--- src/rtl/mips_control_fsm.sv ---
// Multicycle MIPS control unit: one microstep per clock, Moore outputs except the branch PC_load.
// Define MIPS_CTRL_OVF_EXC_EN to divert ALU overflow on add/sub/addi into the EXC state.
module mips_control_fsm #(
    parameter int unsigned MEM_WAIT = 1
) (
    input  logic       Clk,
    input  logic       reset,
    input  logic [5:0] Opcode,
    input  logic [5:0] Funct,
    input  logic       ALU_zero,
    input  logic       ALU_overflow,
    output logic [5:0] Estado,
    output logic       PCWrite,
    output logic       PCWriteCond,
    output logic       PC_load,
    output logic       IorD,
    output logic       wr,
    output logic       MemtoReg,
    output logic       IRWrite,
    output logic       IR_load,
    output logic [1:0] PCSource,
    output logic       ALUSrcA,
    output logic [1:0] ALUSrcB,
    output logic [2:0] ALU_sel,
    output logic       RegWrite,
    output logic       RegDst,
    output logic       A_load,
    output logic       B_load,
    output logic       MDR_load,
    output logic       ALUOut_load,
    output logic       RegReset,
    output logic       A_reset,
    output logic       B_reset,
    output logic       PC_reset,
    output logic       MDR_reset,
    output logic       ALUOut_reset,
    output logic       IR_reset,
    output logic       EPC_load
);

    typedef enum logic [5:0] {
        S_RST       = 6'd0,
        S_FETCH     = 6'd1,
        S_IR_LD     = 6'd2,
        S_DECODE    = 6'd3,
        S_MEM_ADDR  = 6'd4,
        S_MEM_RD    = 6'd5,
        S_MEM_WB    = 6'd6,
        S_MEM_WR    = 6'd7,
        S_R_EXEC    = 6'd8,
        S_R_WB      = 6'd9,
        S_BRANCH    = 6'd10,
        S_JUMP      = 6'd11,
        S_ADDI_EXEC = 6'd12,
        S_ADDI_WB   = 6'd13,
        S_EXC       = 6'd14
    } state_e;

    typedef struct packed {
        logic       pc_write;
        logic       pc_write_cond;
        logic       pc_load;
        logic       iord;
        logic       wr;
        logic       mem_to_reg;
        logic       ir_write;
        logic [1:0] pc_source;
        logic       alu_src_a;
        logic [1:0] alu_src_b;
        logic [2:0] alu_sel;
        logic       reg_write;
        logic       reg_dst;
        logic       a_load;
        logic       b_load;
        logic       mdr_load;
        logic       aluout_load;
        logic       epc_load;
        logic [6:0] resets;  // {Reg, A, B, PC, MDR, ALUOut, IR}
    } ctrl_t;

    localparam logic [3:0] WAIT_L = 4'(MEM_WAIT);

    localparam logic [5:0] OP_RTYPE = 6'h00;
    localparam logic [5:0] OP_J     = 6'h02;
    localparam logic [5:0] OP_BEQ   = 6'h04;
    localparam logic [5:0] OP_BNE   = 6'h05;
    localparam logic [5:0] OP_ADDI  = 6'h08;
    localparam logic [5:0] OP_LW    = 6'h23;
    localparam logic [5:0] OP_SW    = 6'h2B;

    localparam logic [5:0] FN_ADD = 6'h20;
    localparam logic [5:0] FN_SUB = 6'h22;
    localparam logic [5:0] FN_AND = 6'h24;
    localparam logic [5:0] FN_XOR = 6'h26;

    localparam logic [2:0] ALU_ADD = 3'b001;
    localparam logic [2:0] ALU_SUB = 3'b010;
    localparam logic [2:0] ALU_AND = 3'b011;
    localparam logic [2:0] ALU_XOR = 3'b110;

    state_e     state_q, state_d;
    logic [3:0] cnt_q, cnt_d;
    ctrl_t      ctrl_q, ctrl_d;
    logic       wait_done;
    logic       branch_take;

    assign wait_done = (cnt_q == WAIT_L);

`ifndef MIPS_CTRL_OVF_EXC_EN
    logic unused_ovf;
    assign unused_ovf = ALU_overflow;
`endif

    always_comb begin
        state_d = state_q;
        case (state_q)
            S_RST:      state_d = S_FETCH;
            S_FETCH:    if (wait_done) state_d = S_IR_LD;
            S_IR_LD:    state_d = S_DECODE;
            S_DECODE: begin
                case (Opcode)
                    OP_RTYPE:      state_d = S_R_EXEC;
                    OP_LW, OP_SW:  state_d = S_MEM_ADDR;
                    OP_BEQ, OP_BNE: state_d = S_BRANCH;
                    OP_J:          state_d = S_JUMP;
                    OP_ADDI:       state_d = S_ADDI_EXEC;
                    default:       state_d = S_FETCH;
                endcase
            end
            S_MEM_ADDR: state_d = (Opcode == OP_SW) ? S_MEM_WR : S_MEM_RD;
            S_MEM_RD:   if (wait_done) state_d = S_MEM_WB;
            S_MEM_WB:   state_d = S_FETCH;
            S_MEM_WR:   if (wait_done) state_d = S_FETCH;
`ifdef MIPS_CTRL_OVF_EXC_EN
            S_R_EXEC:   state_d = (ALU_overflow && (Funct == FN_ADD || Funct == FN_SUB))
                                  ? S_EXC : S_R_WB;
            S_ADDI_EXEC: state_d = ALU_overflow ? S_EXC : S_ADDI_WB;
`else
            S_R_EXEC:   state_d = S_R_WB;
            S_ADDI_EXEC: state_d = S_ADDI_WB;
`endif
            S_R_WB, S_BRANCH, S_JUMP, S_ADDI_WB, S_EXC: state_d = S_FETCH;
            default:    state_d = S_RST;
        endcase

        // The counter restarts on every state change, so each wait state sees 0..MEM_WAIT.
        cnt_d = (state_d == state_q) ? cnt_q + 4'd1 : '0;

        // Outputs are decoded from the upcoming state so they are registered yet aligned with Estado.
        ctrl_d = '0;
        case (state_d)
            S_RST:    ctrl_d.resets = '1;
            S_IR_LD: begin
                ctrl_d.ir_write  = 1'b1;
                ctrl_d.alu_src_b = 2'b01;
                ctrl_d.alu_sel   = ALU_ADD;
                ctrl_d.pc_write  = 1'b1;
                ctrl_d.pc_load   = 1'b1;
            end
            S_DECODE: begin
                ctrl_d.a_load      = 1'b1;
                ctrl_d.b_load      = 1'b1;
                ctrl_d.alu_src_b   = 2'b11;
                ctrl_d.alu_sel     = ALU_ADD;
                ctrl_d.aluout_load = 1'b1;
            end
            S_MEM_ADDR, S_ADDI_EXEC: begin
                ctrl_d.alu_src_a   = 1'b1;
                ctrl_d.alu_src_b   = 2'b10;
                ctrl_d.alu_sel     = ALU_ADD;
                ctrl_d.aluout_load = 1'b1;
            end
            S_MEM_RD: begin
                ctrl_d.iord     = 1'b1;
                ctrl_d.mdr_load = (cnt_d == WAIT_L);
            end
            S_MEM_WB: begin
                ctrl_d.mem_to_reg = 1'b1;
                ctrl_d.reg_write  = 1'b1;
            end
            S_MEM_WR: begin
                ctrl_d.iord = 1'b1;
                ctrl_d.wr   = 1'b1;
            end
            S_R_EXEC: begin
                ctrl_d.alu_src_a   = 1'b1;
                ctrl_d.aluout_load = 1'b1;
                case (Funct)
                    FN_SUB:  ctrl_d.alu_sel = ALU_SUB;
                    FN_AND:  ctrl_d.alu_sel = ALU_AND;
                    FN_XOR:  ctrl_d.alu_sel = ALU_XOR;
                    default: ctrl_d.alu_sel = ALU_ADD;
                endcase
            end
            S_R_WB: begin
                ctrl_d.reg_dst   = 1'b1;
                ctrl_d.reg_write = 1'b1;
            end
            S_ADDI_WB: ctrl_d.reg_write = 1'b1;
            S_BRANCH: begin
                ctrl_d.alu_src_a     = 1'b1;
                ctrl_d.alu_sel       = ALU_SUB;
                ctrl_d.pc_source     = 2'b01;
                ctrl_d.pc_write_cond = 1'b1;
            end
            S_JUMP: begin
                ctrl_d.pc_source = 2'b10;
                ctrl_d.pc_write  = 1'b1;
                ctrl_d.pc_load   = 1'b1;
            end
`ifdef MIPS_CTRL_OVF_EXC_EN
            S_EXC: begin
                ctrl_d.epc_load  = 1'b1;
                ctrl_d.pc_source = 2'b11;
                ctrl_d.pc_write  = 1'b1;
                ctrl_d.pc_load   = 1'b1;
            end
`endif
            default: ctrl_d = '0;
        endcase
    end

    always_ff @(posedge Clk) begin
        if (reset) begin
            state_q       <= S_RST;
            cnt_q         <= '0;
            ctrl_q        <= '0;
            ctrl_q.resets <= '1;
        end else begin
            state_q <= state_d;
            cnt_q   <= cnt_d;
            ctrl_q  <= ctrl_d;
        end
    end

    // Branch PC_load follows the live ALU_zero flag, the only Mealy output.
    assign branch_take = (state_q == S_BRANCH) && ((Opcode == OP_BNE) ? !ALU_zero : ALU_zero);

    assign Estado       = state_q;
    assign PCWrite      = ctrl_q.pc_write;
    assign PCWriteCond  = ctrl_q.pc_write_cond;
    assign PC_load      = ctrl_q.pc_load | branch_take;
    assign IorD         = ctrl_q.iord;
    assign wr           = ctrl_q.wr;
    assign MemtoReg     = ctrl_q.mem_to_reg;
    assign IRWrite      = ctrl_q.ir_write;
    assign IR_load      = ctrl_q.ir_write;
    assign PCSource     = ctrl_q.pc_source;
    assign ALUSrcA      = ctrl_q.alu_src_a;
    assign ALUSrcB      = ctrl_q.alu_src_b;
    assign ALU_sel      = ctrl_q.alu_sel;
    assign RegWrite     = ctrl_q.reg_write;
    assign RegDst       = ctrl_q.reg_dst;
    assign A_load       = ctrl_q.a_load;
    assign B_load       = ctrl_q.b_load;
    assign MDR_load     = ctrl_q.mdr_load;
    assign ALUOut_load  = ctrl_q.aluout_load;
    assign EPC_load     = ctrl_q.epc_load;
    assign RegReset     = ctrl_q.resets[6];
    assign A_reset      = ctrl_q.resets[5];
    assign B_reset      = ctrl_q.resets[4];
    assign PC_reset     = ctrl_q.resets[3];
    assign MDR_reset    = ctrl_q.resets[2];
    assign ALUOut_reset = ctrl_q.resets[1];
    assign IR_reset     = ctrl_q.resets[0];

endmodule
--- config.mk ---
export PLATFORM = sky130hd
export DESIGN_NAME = mips_control_fsm
export DESIGN_NICKNAME = d
export VERILOG_FILES = /design/src/rtl/mips_control_fsm.sv
export SDC_FILE = /design/constraint.sdc
export NUM_CORES = 1
export LEC_CHECK = 0
export ABC_AREA = 1
export CAP_MARGIN = 0
export CORE_MARGIN = 3
export CORE_UTILIZATION = 32
export DETAILED_ROUTE_END_ITERATION = 12
export PLACE_DENSITY = 0.66
export SYNTH_ARGS = -nofsm -noshare
export SYNTH_HDL_FRONTEND = slang
export SYNTH_SLANG_ARGS = --single-unit
--- constraint.sdc ---
create_clock -name Clk -period 2.1 [get_ports Clk]
set_input_delay 0.21 -clock Clk [delete_from_list [all_inputs] [get_ports Clk]]
set_output_delay 0.21 -clock Clk [all_outputs]
set_load 0.005 [all_outputs]
======== After elaboration in Yosys (flattened, before gate mapping) ========
Index checks and enable logic that the tools add are counted.
word-level totals
  RAM bits ................................ 0
  latch bits .............................. 0
  input bits .............................. 16
  memories ................................ 0
  output and inout bits ................... 36
  bits in read-only memories .............. 0
  bits in registers ....................... 38
  word-level logic and storage cells ...... 101
operators by class
  eq/ne operators ......................... 38
  multiplexer cells ....................... 24
  magnitude comparators ................... 0
  reductions and logical operators ........ 16
  shift operators ......................... 0
  add/sub/neg operators ................... 1
  bitwise operators ....................... 2
  multipliers ............................. 0
  div/mod/pow operators ................... 0
operators by type and width
  operator             number
  $eq 6x4->1 const B   14
  $eq 6x3->1 const B   10
  $pmux 6 s9           1
  $eq 6x2->1 const B   5
  $eq 6x6->1 const B   5
  $pmux 4 s5           1
  $logic_not 6->1      3
  $mux 6               3
  $pmux 3 s3           2
  $reduce_or 2->1      6
  $reduce_or 4->1      3
  $mux 1               11
  $eq 4x1->1 const B   2
  $mux 7               1
  $reduce_or 7->1      1
  $eq 6x1->1 const B   1
  $eq 6x6->1           1
  $pmux 2 s3           1
  $add 4x1->4 const B  1
  $mux 2               2
  $mux 4               1
  $pmux 2 s2           1
  $reduce_or 3->1      1
  $logic_and 1x1->1    1
  other kinds (3)      3

======== Depth between registers and ports, before layout ========
Gate-level depths: netlist of the first run.
  word-level depth ........................ 7
  depth in mapped cells ................... 15
  gate-level depth less buffers ........... 15

======== Worst setup path after synthesis of the first run ========
Ideal clock, no wire load.
  kind .................................... register -> register
  start point ............................. register state_q[3], in the netlist Estado[3]
  end point ............................... register ctrl_q (netlist bit MDR_load)
  path buffers ............................ 0
  clock period less this slack ............ 1.583 ns
  stages on the path, launching flop included .. 15
  arrival ................................. 1.520 ns
  library setup time ...................... 0.064 ns
  slack ................................... 0.517 ns
  data required time ...................... 2.036 ns
  cells stage by stage .................... dfxtp_1 > inv_2 > nand2_1 > inv_2 > o21ai_1 > nand4_1 > nor2_2 > nand2_2 > nand2_1 > nand2_2 > nor2_4 > nand2_2 > nor2_2 > nand2_1 > nor2_1
on the way
  longest elaborated chain between the ends .. 6
  elaborated cells on any way between the ends .. 26
  those cells by class .................... eq/ne: 17; mux: 5; bitwise: 1; reduce/logical: 3
RTL lines
  element                                               line      RTL
  start, declared                                       101       state_e state_q, state_d;
  start signal, assigned                                230       state_q <= state_d;
  $eq 6x4->1 (tied with other cells)                    116       case (state_q)
  $reduce_or 7->1 (no line)                             n/a
  $pmux 6 s9                                            116
  $eq 6x6->1 / $eq 6x3->1 (equally long branches)       147, 151
  $mux 4 / $not 1->1 (equally long branches)            n/a
  $eq 4x1->1 / $reduce_or 2->1 (equally long branches)  n/a
  end signal, assigned                                  232       ctrl_q <= ctrl_d;
  end, declared                                         103       ctrl_t ctrl_q, ctrl_d;
Several ways; a longest one is shown, not always the timed one.
A chain may end at the register's enable or synchronous reset.

======== Worst setup path after layout of the first run ========
  start point ............................. input port Opcode[4]
  end point ............................... register ctrl_q (netlist bit ALU_sel[0])
on the way
  longest elaborated chain between the ends .. 7
  elaborated cells on any way between the ends .. 20
  those cells by class .................... eq/ne: 12; mux: 4; reduce/logical: 4
RTL lines
  element                             line  RTL
  start, declared                     8     input logic [5:0] Opcode,
  $eq 6x3->1 (tied with other cells)  121   case (Opcode)
  $reduce_or 2->1                     121
  $pmux 4 s5                          121
  $pmux 6 s9 (*)                      116
  $eq 6x2->1 (tied with other cells)  151   case (state_d)
  $reduce_or 4->1 (no line)           n/a
  $pmux 3 s3 (*)                      151
Every way passes the cells marked *; elsewhere a longest branch is shown, timed or not.

==> results of run 1 <==
-- final cells by class --
type                       instances  area [um2]
sequential                        30       605.6
timing repair buffer              54       530.5
multi-input combinational        149       769.5
clock inverter                     2       12.51
clock buffer                       6       82.58
fill                             446        2321
tap                               65       81.33
inverter                          35       131.4
-- worst max path at each step --
stage	endpoint	slack, ns	cells after the start
2_1_floorplan	MDR_load	0.52	14
4_1_cts	PC_load	0.01	8
6_report	ALU_sel[0]	0.22	13
3_5_place_dp	PC_load	0.01	8
3_3_place_gp	PC_load	0.04	8
5_1_grt	MDR_load	0.03	12
-- power by group through the flow --
stage / registers [uW] / logic, uW / clock network (uW)
after global routing: 581 / 132 / 520
after detailed placement: 594 / 116 / 0
after global placement: 594 / 116 / 0
after floorplan: 594 / 64.3 / 0
after CTS: 581 / 117 / 496
final: 580 / 119 / 479
-- kinds of logic after synthesis --
family | count (synthesis) | share of synthesized area
other | 1 | 0.002413
and+or+nand+nor | 124 | 0.3808
adders and majority gates | 2 | 0.01610
buffers and inverters | 46 | 0.1329
AOI/OAI and AO/OA | 18 | 0.07005
xor gates and xnor gates | 2 | 0.01127
DFF | 30 | 0.3865
-- metal layers --
metal / GRT usage / vias to the layer above / wire, um
met5: 0 / - / 0
met3: 0.04222 / 5 / 222
li1: - / 790 / -
met1: 0.1636 / 649 / 1698
met2: 0.1927 / 48 / 1696
met4: 0.04854 / 0 / 39
-- what timing repair did --
action / in CTS / in global routing
resized for setup: 2 / 7
setup endpoints to repair: 1 / 1
endpoints found under the hold margin: 0 / 0
buffers inserted: 0 / 1
pin swaps: 0 / 3
hold buffers: 0 / 0
-- sequential cells by signal, summed over array words and instances, names as in the netlist, 2 cells and up --
name and cells:
PCSource 2, ALUSrcB 2, ALU_sel 3, cnt_q 4
Estado 6
-- critical path, stage by stage --
cell and delay [ns]:
clkdlybuf4s50_1 0.44, nor2_2 0.18, nand4_1 0.18, buf_4 0.19
nand3_1 0.06, nand2_1 0.07, nand2_1 0.12, inv_1 0.08
nor2_1 0.14, nand2_1 0.10, inv_1 0.10, nand2_2 0.07
o211ai_1 0.16
-- layout by cell type, fill, tap and decap left out, drive strengths merged --
cell type      instances
conb                   3
nand2                 46
a31oi                  1
dfxtp                 30
nand3b                 2
clkdlybuf4s50         48
dlymetal6s2s           1
clkinv                 1
a21oi                  8
nor3b                  1
clkbuf                 6
o21ai                  6
xor2                   2
inv                   35
buf                    5
nor2                  44
o22ai                  1
ha                     2
nand4                  9
nor4                   1
nand3                 16
nor3                   5
o211ai                 2
clkinvlp               1
-- through the flow --
stage / instances / total power [uW] / area [um2] / hold WS, ns / setup WS, ns
after detailed placement: 332 / 710.8 / 2088 / 0.5346 / 0.01063
after global routing: 341 / 1233 / 2213 / 0.5123 / 0.02710
after CTS: 340 / 1195 / 2186 / 0.5015 / 0.01330
final: 341 / 1178 / 2213 / 0.5039 / 0.2151
after global placement: 332 / 710.0 / 2088 / 0.5290 / 0.04177
after floorplan: 225 / 658.0 / 1562 / 0.2808 / 0.5165
==> impl_metrics.toml, run 1 <==
[floorplan]
initial_core_util = 0.3427
dieArea_um2 = 5728
core_um2 = 4534
die_height_um = 75.69
die_x_um = 75.69
io_pins = 52
rows = 24

[clock_network]
clock_latency_ns = 0.28
path_clk_slew_ns = 0.07
htree_num_levels = 2
cts_tree = "built"
cts_root_buffer = "clkbuf_8"
clock-sinks = 30
cts_max_path_buffers = 2
tritoncts.num_buffers = 5

[logic_synthesis]
synth-main-ff-cell = "dfxtp_1"
synth_area_leaders = "dfxtp_1 39%, nand2_1 9.9%, nor2_1 9.2%, inv_1 7.7%, nand3_1 4.5%"
synthArstFlopShare = 0
ys_warn_count = 0
synth_cell_type_count = 28
syn_avg_cell_area_um2 = 6.969
yosysMostFrequentCell = "nand2_1"
synth_commonest_cells = "41 x nand2_1, 38 x nor2_1, 32 x inv_1"
syn_inst = 223
netlist_area_um2 = 1554
yosys.area.top_type = "dfxtp_1"
yosysTopAreaCellShare = 0.3865
ys_seq_area_frac = 0.3865
synth-seq-cells = 30
synth_edf_count = 0

[power_and_ir_drop]
power_switching_uw = 282.0
p_seq_frac = 0.493
power.internal_uw = 895.6
power-per-cell-area_nw_per_um2 = 532.0
max-vdd-ir-drop_mv = 0.3452
p_leak_uw = 0.0009985
power_frac_comb = 0.101
clkPwrFrac = 0.406
swShare = 0.2395

[hold_path]
holdPathStages = 3
worstHoldPathType = "in2reg"
hold_path.startpoint = "Funct[2]"
hold_end = "ALU_sel[2]"

[sta]
rsz0062_at_grt = "false"
fin_crit_sh = 0.8976
slew_viol_final = 0
setup_tns_ns = 0
fmax_mhz = 530.5
worst_clock_skew_ns = 0.006064
setup_viol = 0
post-route-min-period_ns = 1.885
hold_viol = 0

[setup_path]
r2r_end = "MDR_load"
required_ns = 2.31
startpoint_type = "primary input"
path_class = "in2reg"
path_max_fanout = 4
worstPathArrival_ns = 2.09
rr_startpoint = "Estado[2]"
critPathLaunch = "Opcode[4]"
rr_worst_depth = 14
regToRegSetupSlack_ns = 0.22
cp-end-kind = "flip-flop"

[global_route]
grt-ovfl-total = 0
grt_pass1_wl_um = 5430
antenna_found_initial = 0
grt_start_max_net_pins = 12
first_global_vias = 1249
grt.total_usage = 0.1258

[finish]
syn_to_final_growth_pct = 42.43
drive_above_1_share = 0.1486
final_util = 0.4881
diodes = 0
finalNetCount = 293

[detailed_routing]
num_vias = 1492
post-route-drc-count = 0
via_per_inst = 4.375
wl_per_cell_um = 10.72
antenna_left = 0
wl_um = 3657
drt-initial-drc-count = 41
drtPass1Iterations = 4

[place]
globalplace.congestion = 0.8501
hpwlAfterDp_um = 2862
port_buffers = 49

[run_status]
outcome = "complete, no violations"

[job]
max-cap-violations = 0
No activity file was read; power rests on OpenSTA's default activity.
==> run 2: changes to the inputs <==
Settings changed: CORE_UTILIZATION 32 to 23, PLACE_DENSITY 0.66 to 0.57, SKIP_LAST_GASP set to 1.
==> run 2 against run 1 <==
Effect of this change:
- utilization down 14 points
- sequential power about the same
- combinational power is essentially flat
- clock power down 1%
- first-iteration DRC count up 7.3%
- die area rose by 36%
- clock-buffer cell count unchanged
- worst hold slack got worse by 0.00082 ns
- global-route usage is 2.3 points lower
- design area grew 1.2%
==> impl_metrics.toml, run 2 (same netlist as run 1, synthesis figures left out) <==
[run_status]
outcome = "complete, no violations"

[place]
globalplace.congestion = 0.8500
dp_slack_ns = 0.01274
port_buffers = 49
hpwlAfterDp_um = 3034

[global_route]
first_global_vias = 1461
grt-ovfl-total = 0
antenna_found_initial = 0
grt.total_usage = 0.1028
grt_pass1_wl_um = 6341
grt_start_max_net_pins = 14

[sta]
post-route-min-period_ns = 2.010
setup_viol = 0
setup_ws_ns = 0.08982
hold_viol = 0
rsz0062_at_grt = "true"
fmax_mhz = 497.5
worst_clock_skew_ns = 0.006642
fin_crit_sh = 0.9572
slew_viol_final = 0

[setup_path]
slowest_stage = "clkdlybuf4s50_1"
path_max_fanout = 4
crit_family = "buffers and inverters"
timing.critical_path.mode_cell = "clkdlybuf4s50_1"
path_class = "in2out"
crit_chain = "clkdlybuf4s50_1, nor2_4, nand4_1, nor2_2, a21oi_1, o21ai_0, nand2_1, clkdlybuf4s50_1"
cp-end-kind = "output pin"
worstPathBufferInverterCount = 2
critPathLaunch = "Opcode[5]"
worstPathArrival_ns = 1.80
required_ns = 1.89
rr_startpoint = "Estado[0]"
startpoint_type = "primary input"
slowest_delay_ns = 0.46

[power_and_ir_drop]
power_frac_comb = 0.104
power.internal_uw = 895.6
clkPwrFrac = 0.402
p_seq_frac = 0.494
max-vdd-ir-drop_mv = 0.4203
power-per-cell-area_nw_per_um2 = 523.6
swShare = 0.2363
power_switching_uw = 277.1
finalPower_uw = 1173
p_leak_uw = 0.0009975

[floorplan]
io_pins = 52
die_height_um = 88.20
core_um2 = 6459
die_x_um = 88.20
rows = 29
dieArea_um2 = 7778
initial_core_util = 0.2406

[clock_network]
path_clk_slew_ns = 0.06
htree_num_levels = 2
clock_latency_ns = 0.28
cts_tree = "built"
clock-sinks = 30
cts_root_buffer = "clkbuf_8"
cts_max_path_buffers = 2
cts_hold_buf = 0
tritoncts.num_buffers = 5
postCtsSetupRepairBufs = 0

[hold_path]
worstHoldPathType = "in2reg"
hold_path.startpoint = "Funct[2]"

[detailed_routing]
wl_um = 3744
antenna_left = 0
num_vias = 1522
drt-initial-drc-count = 44
wl_per_cell_um = 10.58
drtPass1Iterations = 4
post-route-drc-count = 0
via_per_inst = 4.299

[finish]
layout_common_cells = "48 x clkdlybuf4s50_1, 41 x nand2_1, 34 x nor2_1"
final_common_cell = "clkdlybuf4s50_1"
syn_to_final_growth_pct = 44.12
drive_above_1_share = 0.1516
finalNetCount = 294
largest_reg_flops = 6
diodes = 0

[job]
max-cap-violations = 0
## run 2: cell count changes in the layout (fill, tap and decap cells not counted), sizes merged
cell / before / now
buf: 5 / 6
## run 2: through the flow
stage / setup TNS (ns) / hold slack (ns) / utilization / instance area (um2) / instances
after floorplan: 0 / 0.2808 / - / 1562 / 225
after global placement: 0 / 0.5372 / 0.3280 / 2118 / 346
after detailed placement: 0 / 0.5480 / 0.3280 / 2118 / 346
after CTS: 0 / 0.4960 / 0.3431 / 2216 / 354
after global routing: -0.02655 / 0.5172 / 0.3468 / 2240 / 354
final: 0 / 0.5031 / 0.3468 / 2240 / 354
## run 2: path summary, 6_finish.rpt
kind,end,slack [ns],cells past startpoint
max reg2reg,MDR_load,0.26,12
min,ALU_sel[2],0.50,3
min reg2reg,cnt_q[0],0.55,1
max,PC_load,0.09,8
## run 2: power by group through the flow
stage	combinational [uW]	clock, uW	sequential, uW
6_report	122	472	579
5_1_grt	136	512	580
4_1_cts	120	487	582
3_5_place_dp	119	0	594
3_3_place_gp	119	0	594
2_1_floorplan	64.3	0	594
## run 2: cell type report
class | count | area [um2]
fillers | 705 | 4219
multi-input cells | 149 | 769.5
flip-flops and latches | 30 | 609.3
repair buffers | 55 | 538.0
inverters | 35 | 131.4
well taps | 77 | 96.34
clock buffers | 6 | 82.58
clock inverters | 2 | 12.51
## run 2: tightest hold or removal path: stages
cell             delay (ns)
clkdlybuf4s50_1        0.40
inv_1                  0.08
nor4_2                 0.05
## run 2: repair_timing
item                       in CTS  in global routing
setup endpoints to repair       1                  2
gates resized for setup         2                  9
pin swaps                       0                  1
## run 2: routing by layer
layer / routed length (um) / GRT usage / vias up
li1: - / - / 801
met3: 204 / 0.03198 / 4
met1: 1699 / 0.1256 / 677
met5: 0 / 0 / -
met2: 1816 / 0.1781 / 40
met4: 23 / 0.02060 / 0
